$ cat src/rtl/symbol_iterator_if.sv
// Bundles the edit (front end) and symbol-read (plotting logic) sides of the
// expression buffer. The client drives the master modport and the buffer implements slave.
interface symbol_iterator_if #(
    parameter int SYMBOL_WIDTH = 7,
    parameter int BUFFER_SIZE  = 64,
    parameter int LENGTH_WIDTH = $clog2(BUFFER_SIZE + 1)
);
    logic [SYMBOL_WIDTH-1:0] edit_char;
    logic                    edit_push;
    logic                    edit_backspace;
    logic                    edit_clear;
    logic                    edit_ready;
    logic [LENGTH_WIDTH-1:0] length;
    logic                    symbol_iter_en;
    logic [SYMBOL_WIDTH-1:0] symbol;
    logic                    symbol_valid;

    modport master (
        output edit_char, edit_push, edit_backspace, edit_clear, symbol_iter_en,
        input  edit_ready, length, symbol, symbol_valid
    );

    modport slave (
        input  edit_char, edit_push, edit_backspace, edit_clear, symbol_iter_en,
        output edit_ready, length, symbol, symbol_valid
    );
endinterface

$ cat src/rtl/symbol_iterator.sv
// Stores the user's function expression and streams it, NUL-terminated, one
// symbol per requested cycle. Edits are locked out while a pass is in flight.
module symbol_iterator #(
    parameter int SYMBOL_WIDTH = 7,
    parameter int BUFFER_SIZE  = 64,
    parameter int LENGTH_WIDTH = $clog2(BUFFER_SIZE + 1)
) (
    input  logic               clk,
    input  logic               rst,
    symbol_iterator_if.slave   bus
);
    localparam int IDX_W = (BUFFER_SIZE > 1) ? $clog2(BUFFER_SIZE) : 1;

    localparam logic [LENGTH_WIDTH-1:0] LEN_ZERO = {LENGTH_WIDTH{1'b0}};
    localparam logic [LENGTH_WIDTH-1:0] LEN_ONE  = {{(LENGTH_WIDTH-1){1'b0}}, 1'b1};
    localparam logic [LENGTH_WIDTH-1:0] LEN_FULL = LENGTH_WIDTH'(BUFFER_SIZE);
    localparam logic [SYMBOL_WIDTH-1:0] NUL_SYM  = {SYMBOL_WIDTH{1'b0}};

    logic [SYMBOL_WIDTH-1:0] mem_q [BUFFER_SIZE];

    logic [LENGTH_WIDTH-1:0] length_q, length_d;
    logic [LENGTH_WIDTH-1:0] rd_ptr_q, rd_ptr_d;
    logic [SYMBOL_WIDTH-1:0] symbol_q, symbol_d;
    logic                    symbol_valid_q, symbol_valid_d;

    logic                    edit_ready_s;
    logic                    mem_we_s;
    logic [IDX_W-1:0]        wr_idx_s;
    logic [IDX_W-1:0]        rd_idx_s;

    // Index truncation is safe: both indices are only used while below BUFFER_SIZE.
    assign wr_idx_s = length_q[IDX_W-1:0];
    assign rd_idx_s = rd_ptr_q[IDX_W-1:0];

    assign edit_ready_s = (rd_ptr_q == LEN_ZERO) & ~bus.symbol_iter_en;

    // Edit decode: clear beats backspace beats push; NUL pushes and overflow are ignored.
    always_comb begin
        length_d = length_q;
        mem_we_s = 1'b0;
        if (edit_ready_s) begin
            if (bus.edit_clear) begin
                length_d = LEN_ZERO;
            end else if (bus.edit_backspace) begin
                if (length_q != LEN_ZERO) begin
                    length_d = length_q - LEN_ONE;
                end else begin
                    length_d = length_q;
                end
            end else if (bus.edit_push) begin
                if ((length_q < LEN_FULL) && (bus.edit_char != NUL_SYM)) begin
                    mem_we_s = 1'b1;
                    length_d = length_q + LEN_ONE;
                end else begin
                    mem_we_s = 1'b0;
                end
            end else begin
                length_d = length_q;
            end
        end else begin
            length_d = length_q;
        end
    end

    // Read side: emit stored symbol or the NUL terminator that wraps the pass.
    always_comb begin
        rd_ptr_d       = rd_ptr_q;
        symbol_d       = symbol_q;
        symbol_valid_d = 1'b0;
        if (bus.symbol_iter_en) begin
            symbol_valid_d = 1'b1;
            if (rd_ptr_q < length_q) begin
                symbol_d = mem_q[rd_idx_s];
                rd_ptr_d = rd_ptr_q + LEN_ONE;
            end else begin
                symbol_d = NUL_SYM;
                rd_ptr_d = LEN_ZERO;
            end
        end else begin
            symbol_valid_d = 1'b0;
        end
    end

    // Control and output registers.
    always_ff @(posedge clk) begin
        if (rst) begin
            length_q       <= LEN_ZERO;
            rd_ptr_q       <= LEN_ZERO;
            symbol_q       <= NUL_SYM;
            symbol_valid_q <= 1'b0;
        end else begin
            length_q       <= length_d;
            rd_ptr_q       <= rd_ptr_d;
            symbol_q       <= symbol_d;
            symbol_valid_q <= symbol_valid_d;
        end
    end

    // Symbol storage; contents are meaningless above length so no reset is needed.
    always_ff @(posedge clk) begin
        if (mem_we_s) begin
            mem_q[wr_idx_s] <= bus.edit_char;
        end
    end

    assign bus.edit_ready   = edit_ready_s;
    assign bus.length       = length_q;
    assign bus.symbol       = symbol_q;
    assign bus.symbol_valid = symbol_valid_q;
endmodule

$ cat src/flat_wrapper.sv
// flat-port wrapper written by rule: the top's interface ports become plain ports
module symbol_iterator_flat 
#(
    parameter int SYMBOL_WIDTH = 7,
    parameter int BUFFER_SIZE  = 64,
    parameter int LENGTH_WIDTH = $clog2(BUFFER_SIZE + 1)
)
  (clk, rst, bus_edit_char, bus_edit_push, bus_edit_backspace, bus_edit_clear, bus_symbol_iter_en, bus_edit_ready, bus_length, bus_symbol, bus_symbol_valid);
  symbol_iterator_if #(.SYMBOL_WIDTH(SYMBOL_WIDTH), .BUFFER_SIZE(BUFFER_SIZE), .LENGTH_WIDTH(LENGTH_WIDTH)) bus_i ();
  input  logic clk;
  input  logic rst;
  input wire logic [$bits(bus_i.edit_char)-1:0] bus_edit_char;
  input wire logic [$bits(bus_i.edit_push)-1:0] bus_edit_push;
  input wire logic [$bits(bus_i.edit_backspace)-1:0] bus_edit_backspace;
  input wire logic [$bits(bus_i.edit_clear)-1:0] bus_edit_clear;
  input wire logic [$bits(bus_i.symbol_iter_en)-1:0] bus_symbol_iter_en;
  output wire logic [$bits(bus_i.edit_ready)-1:0] bus_edit_ready;
  output wire logic [$bits(bus_i.length)-1:0] bus_length;
  output wire logic [$bits(bus_i.symbol)-1:0] bus_symbol;
  output wire logic [$bits(bus_i.symbol_valid)-1:0] bus_symbol_valid;
  assign bus_i.edit_char = bus_edit_char;
  assign bus_i.edit_push = bus_edit_push;
  assign bus_i.edit_backspace = bus_edit_backspace;
  assign bus_i.edit_clear = bus_edit_clear;
  assign bus_i.symbol_iter_en = bus_symbol_iter_en;
  assign bus_edit_ready = bus_i.edit_ready;
  assign bus_length = bus_i.length;
  assign bus_symbol = bus_i.symbol;
  assign bus_symbol_valid = bus_i.symbol_valid;
  symbol_iterator #(.SYMBOL_WIDTH(SYMBOL_WIDTH), .BUFFER_SIZE(BUFFER_SIZE), .LENGTH_WIDTH(LENGTH_WIDTH)) u_core (.clk(clk), .rst(rst), .bus(bus_i));
endmodule
$ cat config.mk
export PLATFORM = sky130hd
export DESIGN_NAME = symbol_iterator_flat
export DESIGN_NICKNAME = d
export VERILOG_FILES = /design/src/rtl/symbol_iterator_if.sv /design/src/rtl/symbol_iterator.sv /design/src/flat_wrapper.sv
export SDC_FILE = /design/constraint.sdc
export NUM_CORES = 1
export LEC_CHECK = 0
export CAP_MARGIN = 0
export CORE_ASPECT_RATIO = 1.1
export CORE_MARGIN = 8
export CORE_UTILIZATION = 59
export CTS_BUF_LIST = sky130_fd_sc_hd__clkbuf_2
export DETAILED_ROUTE_END_ITERATION = 16
export MAX_ROUTING_LAYER = met4
export PLACE_DENSITY = 0.76
export SLEW_MARGIN = 20
export SYNTH_ARGS = -nofsm -noshare
export SYNTH_HDL_FRONTEND = slang
export SYNTH_SLANG_ARGS = --single-unit
$ cat constraint.sdc
create_clock -name clk -period 6 [get_ports clk]
set_input_delay 1.2 -clock clk [delete_from_list [all_inputs] [get_ports clk]]
set_output_delay 1.2 -clock clk [all_outputs]
set_load 0.01 [all_outputs]
==> results_dict.tcl, run 1 <==
set metrics [dict create \
    run_status "completed" \
    clock_sinks 476 \
    skew_ns 0.1112 \
    pwr-share-comb 0.076 \
    timing.rr.start "u_core.rd_ptr_q[0]" \
    final_area_um2 20350 \
    synth_seq_cells 476 \
    slew_violations 0 \
    synthesis.nets 961 \
    pre_cts_ws_ns 1.601 \
    die_x_um 186.1 \
    setup_slack_ns 1.939 \
    grt.total_usage 0.2184 \
    yosys.area_share.simple 0.03946 \
    tightest_slew_ns 1.142 \
    hold_path_class "flip-flop to flip-flop" \
    setup_tns_ns 0 \
    initialDrtViolationCount 901 \
    synth_ff_type "edfxtp_1" \
    r2r_slack_ns 2.72 \
    whs_path_depth 2 \
    ys_warn_count 0 \
    clk_latency_ns 0.98 \
    layout_common_cells "448 x edfxtp_1, 142 x clkbuf_2, 126 x mux4_2, 82 x nor2_1, 27 x nand2_1" \
    topRoutingLayerUsed "met4" \
    layout_commonest_cell "edfxtp_1" \
    cts-resized-gates 0 \
    gp_congestion 0.8975 \
    p_sw_mw 1.463 \
    ys_types 43 \
    cts-root-buf "clkbuf_2" \
    drt_wl_total_mm 38.91 \
    syn-cell-area_um2 18770 \
    dp.cells 1353 \
    p_total_mw 5.966 \
    synthArstFlopShare 0 \
    route.met2.wl_mm 19.52 \
    htreeDepth 3 \
    p_leak_nw 6.424 \
    grt_max_degree 65 \
    muxShareOfSynthArea 0.1512 \
    seq_power_share 0.617 \
    final_core_util 0.6481 \
    antenna_left 0 \
    dieArea_um2 37790 \
    place_area_um2 19440 \
    hold_viol_final 0 \
    wl_met1_mm 15.18 \
    synthToLayoutAreaGrowth_pct 8.378 \
    synthAdderAreaFrac 0.009731 \
    synth-xor-area-share 0.003732 \
    pwr_density_cell_nw_per_um2 293.2 \
    critPathRequiredTime_ns 4.80 \
    postCtsSetupRepairBufs 0 \
    clockPowerShare 0.307 \
    core_um2 31400 \
    finalSetupViolCount 0 \
    grt_pass1_vias 9617 \
    start_util 0.5980 \
    synth_top_family_by_area "multiplexers" \
    critPathMaxFanout 9 \
    row_count 68 \
    wl_met3_mm 3.198 \
    ir_drop_mv 0.2220 \
    portBuffers 28 \
    fp.dieH_um 203.1 \
    slew_headroom 0.2360 \
    wl_per_cell_um 25.28 \
    ios 29 \
    final_layout_size_suffix_gt1_frac 0.2784 \
    finalCriticalPeriod_ns 4.061 \
    clock_path_buffers 3 \
    nNetsFinal 1066 \
    period_share 0.6769 \
    r2r-end "u_core.mem_q[43][4]" \
    min_from "u_core.rd_ptr_q[0]" \
    crit_path_start_kind "primary input" \
    critPathKind "primary input to primary output" \
    crit_arrival_ns 2.86 \
    via_count 9467 \
    drc 0 \
    grt_pass1_wl_mm 58.39 \
    maxCapViolCount 0 \
    synth_edf_count 448 \
    whs_ns 0.5429 \
    cts_buffers 104 \
    reg2reg_depth 7 \
    end_kind "primary output" \
    antenna_found_initial 2 \
    p_int_mw 4.502 \
    cts_tree "yes" \
    cts.clk_slew.worst_paths_ns 0.10 \
    fmax_mhz 246.2 \
    hpwl_mm 23.88 \
    instances_no_fill 1539 \
    synth_compound_area_frac 0.03299 \
    synth_cells 934 \
    ctsHoldBuffers 0 \
    viasPerCell 6.151 \
    seq_area_frac_synth 0.7465 \
    syn_avg_cell_area_um2 20.10 \
    p_sw_frac 0.2453 \
    rsz0062_at_grt "no" \
    drtPass1Iterations 5 \
    grt_overflow_total 0 \
]
## power by group through the flow
stage | Sequential [mW] | Clock (mW) | Combinational [mW]
6_report | 3.68 | 1.83 | 0.453
4_1_cts | 3.68 | 1.87 | 0.456
5_1_grt | 3.69 | 2.02 | 0.484
2_1_floorplan | 3.73 | 0 | 0.325
3_3_place_gp | 3.76 | 0 | 0.449
3_5_place_dp | 3.76 | 0 | 0.454
## critical path: stages
cell and delay, ns:
clkdlybuf4s50_1 0.56, nor3_1 0.31, nand2_1 0.15, inv_1 0.09
clkdlybuf4s50_1 0.55
## metal layers
layer  track usage  vias up
met3       0.04541       67
li1              -     4124
met2        0.3361      486
met4       0.08229        0
met1        0.2870     4790
met5             -        -
## state kept, by name, indices dropped and copies added, names as in the netlist, named ones only
name,count
u_core.bus.symbol,7
u_core.mem_q,448
u_core.bus.length,7
u_core.rd_ptr_q,7
u_core.bus.symbol_valid,1
## cells by family after synthesis
kind of cell,Yosys count
AOI/OAI and AO/OA,83
adders and majority gates,14
xor gates and xnor gates,8
and+or+nand+nor,162
DFF,476
buffers and inverters,65
muxes,126
## how the worst max path moves through the flow
stage,end,cells past startpoint,from
floorplan,bus_edit_ready,4,bus_symbol_iter_en
global placement,u_core.mem_q[11][3],6,bus_edit_backspace
detailed placement,u_core.mem_q[11][5],6,bus_edit_backspace
CTS,bus_edit_ready,5,bus_symbol_iter_en
global route,bus_edit_ready,5,bus_symbol_iter_en
finish,bus_edit_ready,5,bus_symbol_iter_en
## final cells by class
class | count | area, µm²
sequential | 476 | 14020
fill | 2066 | 11050
multi-input combinational | 393 | 4453
clock buffer | 142 | 710.7
tap | 420 | 525.5
timing repair buffer | 42 | 362.8
clock inverter | 42 | 185.2
inverter | 22 | 82.58
antenna | 2 | 5.005
## cell usage after synthesis (2+ instances only)
library cell  instances  area [µm²]
edfxtp_1            448       13450
mux4_2              126        2838
nor2_1               82       307.8
dfxtp_1              28       560.5
nand2_1              27       101.4
clkbuf_1             22       82.58
inv_1                22       82.58
a22o_1               21       183.9
o21ai_0              15       75.07
ha_1                 13       162.7
nand3_1              11       55.05
or3_1                11       68.82
a211o_1              10       87.58
a21oi_1              10       50.05
a221oi_1              7       61.31
buf_2                 7       35.03
nor3b_1               7       52.55
o31ai_1               7       52.55
buf_6                 6       67.56
buf_1                 5       18.77
nor3_1                5       25.02
xnor2_1               5       43.79
a21o_1                3       22.52
buf_4                 3       22.52
nand2b_1              3       18.77
nand4_1               3       18.77
nor2b_1               3       18.77
nor4_1                3       18.77
o211ai_1              3       22.52
xor2_1                3       26.28
nand3b_1              2       15.01
or4_1                 2       15.01
Power figures use the tool's default switching activity.
==> run 2, diff against run 1 <==
--- a/config.mk
+++ b/config.mk
@@ -8,11 +8,11 @@
 export CAP_MARGIN = 0
 export CORE_ASPECT_RATIO = 1.1
 export CORE_MARGIN = 8
-export CORE_UTILIZATION = 59
+export CORE_UTILIZATION = 58
 export CTS_BUF_LIST = sky130_fd_sc_hd__clkbuf_2
 export DETAILED_ROUTE_END_ITERATION = 16
 export MAX_ROUTING_LAYER = met4
-export PLACE_DENSITY = 0.76
+export PLACE_DENSITY = 0.78
 export SLEW_MARGIN = 20
 export SYNTH_ARGS = -nofsm -noshare
 export SYNTH_HDL_FRONTEND = slang
==> constraint.sdc (replaced) <==
create_clock -name clk -period 3.7 [get_ports clk]
set_input_delay 0.74 -clock clk [delete_from_list [all_inputs] [get_ports clk]]
set_output_delay 0.74 -clock clk [all_outputs]
set_load 0.01 [all_outputs]
==> run 2 against run 1 <==
  * Cell count up 5.7%
  * Die area up 1.6%
  * Flip-flop and latch count is the same
  * Clock skew fell by 0.055 ns
  * Clock-buffer cell count is 22 higher
  * Sequential share of layout area is 2.3 points lower
  * Highest routed layer unchanged
==> results_dict.tcl, run 2 (synthesized netlist as in run 1, its figures left out) <==
set metrics [dict create \
    run_status "completed" \
    crit_family "buffers and inverters" \
    skew_ns 0.05622 \
    drc 0 \
    final_layout_size_suffix_gt1_frac 0.3344 \
    antenna_found_initial 4 \
    grt_max_degree 65 \
    die_x_um 187.5 \
    crit_path_start_kind "flip-flop" \
    cts.clk_slew.worst_paths_ns 0.11 \
    ctsHoldBuffers 0 \
    pwr-share-comb 0.078 \
    cts-resized-gates 0 \
    grt_pass1_vias 10130 \
    synthToLayoutAreaGrowth_pct 12.06 \
    clockPowerShare 0.318 \
    r2r-end "u_core.bus.symbol[3]" \
    cts_buffers 103 \
    viasPerCell 6.087 \
    grt_pass1_wl_mm 60.77 \
    fp.dieH_um 204.7 \
    row_count 69 \
    layout_commonest_cell "edfxtp_1" \
    p_int_mw 7.489 \
    ir_drop_mv 0.2999 \
    wl_per_cell_um 24.71 \
    ios 29 \
    hold_viol_final 0 \
    antenna_left 0 \
    p_sw_frac 0.2397 \
    cts-root-buf "clkbuf_2" \
    gp_congestion 0.8830 \
    slew_violations 0 \
    min_from "bus_edit_char[0]" \
    timing.rr.start "u_core.bus.length[4]" \
    reg2reg_depth 7 \
    critPathRequiredTime_ns 2.96 \
    hpwl_mm 25.34 \
    drtPass1Iterations 5 \
    wl_met3_mm 3.504 \
    dieArea_um2 38390 \
    grt.total_usage 0.2185 \
    portBuffers 28 \
    fmax_mhz 290.2 \
    finalSetupViolCount 0 \
    whs_ns 0.4552 \
    clock_sinks 476 \
    rsz0062_at_grt "no" \
    nNetsFinal 1144 \
    setup_slack_ns 0.2541 \
    slew_headroom 0.1947 \
    whs_path_depth 2 \
    worst_path_largest_cell_delay_ns 0.54 \
    layout_common_cells "448 x edfxtp_1, 164 x clkbuf_2, 126 x mux4_2, 88 x buf_4, 82 x nor2_1" \
    cpMostUsedCell "inv_1" \
    via_count 9903 \
    clock_path_buffers 3 \
    drt_wl_total_mm 40.21 \
    whs_endpoint "u_core.mem_q[62][0]" \
    cp_slowest_cell "clkdlybuf4s50_1" \
    tightest_slew_ns 1.205 \
    maxCapViolCount 0 \
    critPathKind "flip-flop to primary output" \
    setup_tns_ns 0 \
    htreeDepth 3 \
    wl_met1_mm 15.87 \
    seq_power_share 0.604 \
    hold_path_class "primary input to flip-flop" \
    topRoutingLayerUsed "met4" \
    p_leak_nw 6.917 \
    pre_cts_ws_ns 0.3524 \
    core_um2 32120 \
    end_kind "primary output" \
    period_share 0.9313 \
    crit_arrival_ns 2.71 \
    route.met2.wl_mm 19.77 \
    finalCriticalPeriod_ns 3.446 \
    cts_tree "yes" \
    clk_latency_ns 0.96 \
    path_cells "inv_1 -> ha_1 -> nor4b_1 -> nand2_1 -> inv_1 -> clkdlybuf4s50_1" \
    start_util 0.5845 \
    crit_buf_inv 3 \
    p_sw_mw 2.361 \
    largest_reg_flops 448 \
    initialDrtViolationCount 1106 \
    postCtsSetupRepairBufs 0 \
    pwr_density_cell_nw_per_um2 468.2 \
    critPathMaxFanout 6 \
    r2r_slack_ns 0.93 \
    regMostFlops "u_core.mem_q" \
    grt_overflow_total 0 \
]
==> run 2: changes by cell type in the layout (fill, tap and decap cells not counted), moves of 3 or more <==
cell and change:
clkinv_2 -8, clkbuf_2 +22, clkinv_1 -9, buf_12 +4, buf_4 +75, clkinvlp_4 -3
==> run 2: metal layers <==
layer,track usage,up-vias
met5,-,-
met4,0.08361,0
met3,0.05073,65
met2,0.3401,494
met1,0.2808,5052
li1,-,4292
==> run 2: through the flow <==
| step | instances | power (mW) | util | cell area [µm²] |
|---|---|---|---|---|
| global placement | 1438 | 6.833 | 0.6256 | 20090 |
| finish | 1627 | 9.850 | 0.6551 | 21040 |
| detailed placement | 1438 | 6.848 | 0.6256 | 20090 |
| CTS | 1625 | 9.935 | 0.6549 | 21030 |
| global route | 1627 | 10.24 | 0.6551 | 21040 |
| floorplan | 934 | 6.572 | - | 18770 |
==> run 2: how the worst max path moves through the flow <==
stage	from	to	slack (ns)	depth (start not counted)
after global routing	u_core.rd_ptr_q[0]	bus_edit_ready	0.05	6
after floorplan	bus_symbol_iter_en	u_core.mem_q[55][0]	1.15	6
after detailed placement	bus_edit_clear	u_core.mem_q[0][1]	0.35	7
after global placement	bus_edit_clear	u_core.mem_q[13][5]	0.50	7
final	u_core.rd_ptr_q[0]	bus_edit_ready	0.25	6
after CTS	u_core.rd_ptr_q[0]	bus_edit_ready	0.18	6
==> run 2: final cells by class <==
type	count	area, µm²
antenna	2	5.005
clock buffer	164	820.8
clock inverter	23	118.9
fill	2207	11080
inverter	22	82.58
multi-input combinational	393	4451
sequential	476	14020
tap	426	533.0
timing repair buffer	121	1006
==> run 2: power by group through the flow <==
stage          sequential, mW  combinational (mW)  clock, mW
6_report                 5.95               0.770       3.13
5_1_grt                  5.96               0.823       3.46
4_1_cts                  5.95               0.778       3.21
3_5_place_dp             6.07               0.775          0
3_3_place_gp             6.07               0.760          0
2_1_floorplan            6.05               0.527          0
==> run 2: worst reg2reg max path, cell delays in order, from the launching register on <==
cell,delay [ns]
dfxtp_1,0.55
inv_1,0.18
ha_1,0.36
a21oi_1,0.12
o21ai_0,0.10
a211o_1,0.48
nor3_1,0.73
a211o_1,0.24
==> run 3, diff against run 2 <==
--- a/config.mk
+++ b/config.mk
@@ -11,6 +11,7 @@
 export CORE_UTILIZATION = 58
 export CTS_BUF_LIST = sky130_fd_sc_hd__clkbuf_2
 export DETAILED_ROUTE_END_ITERATION = 16
+export GPL_ROUTABILITY_DRIVEN = 0
 export MAX_ROUTING_LAYER = met4
 export PLACE_DENSITY = 0.78
 export SLEW_MARGIN = 20
==> results of run 3 <==
The final DEF is identical to that of run 2; final timing and power are the same.
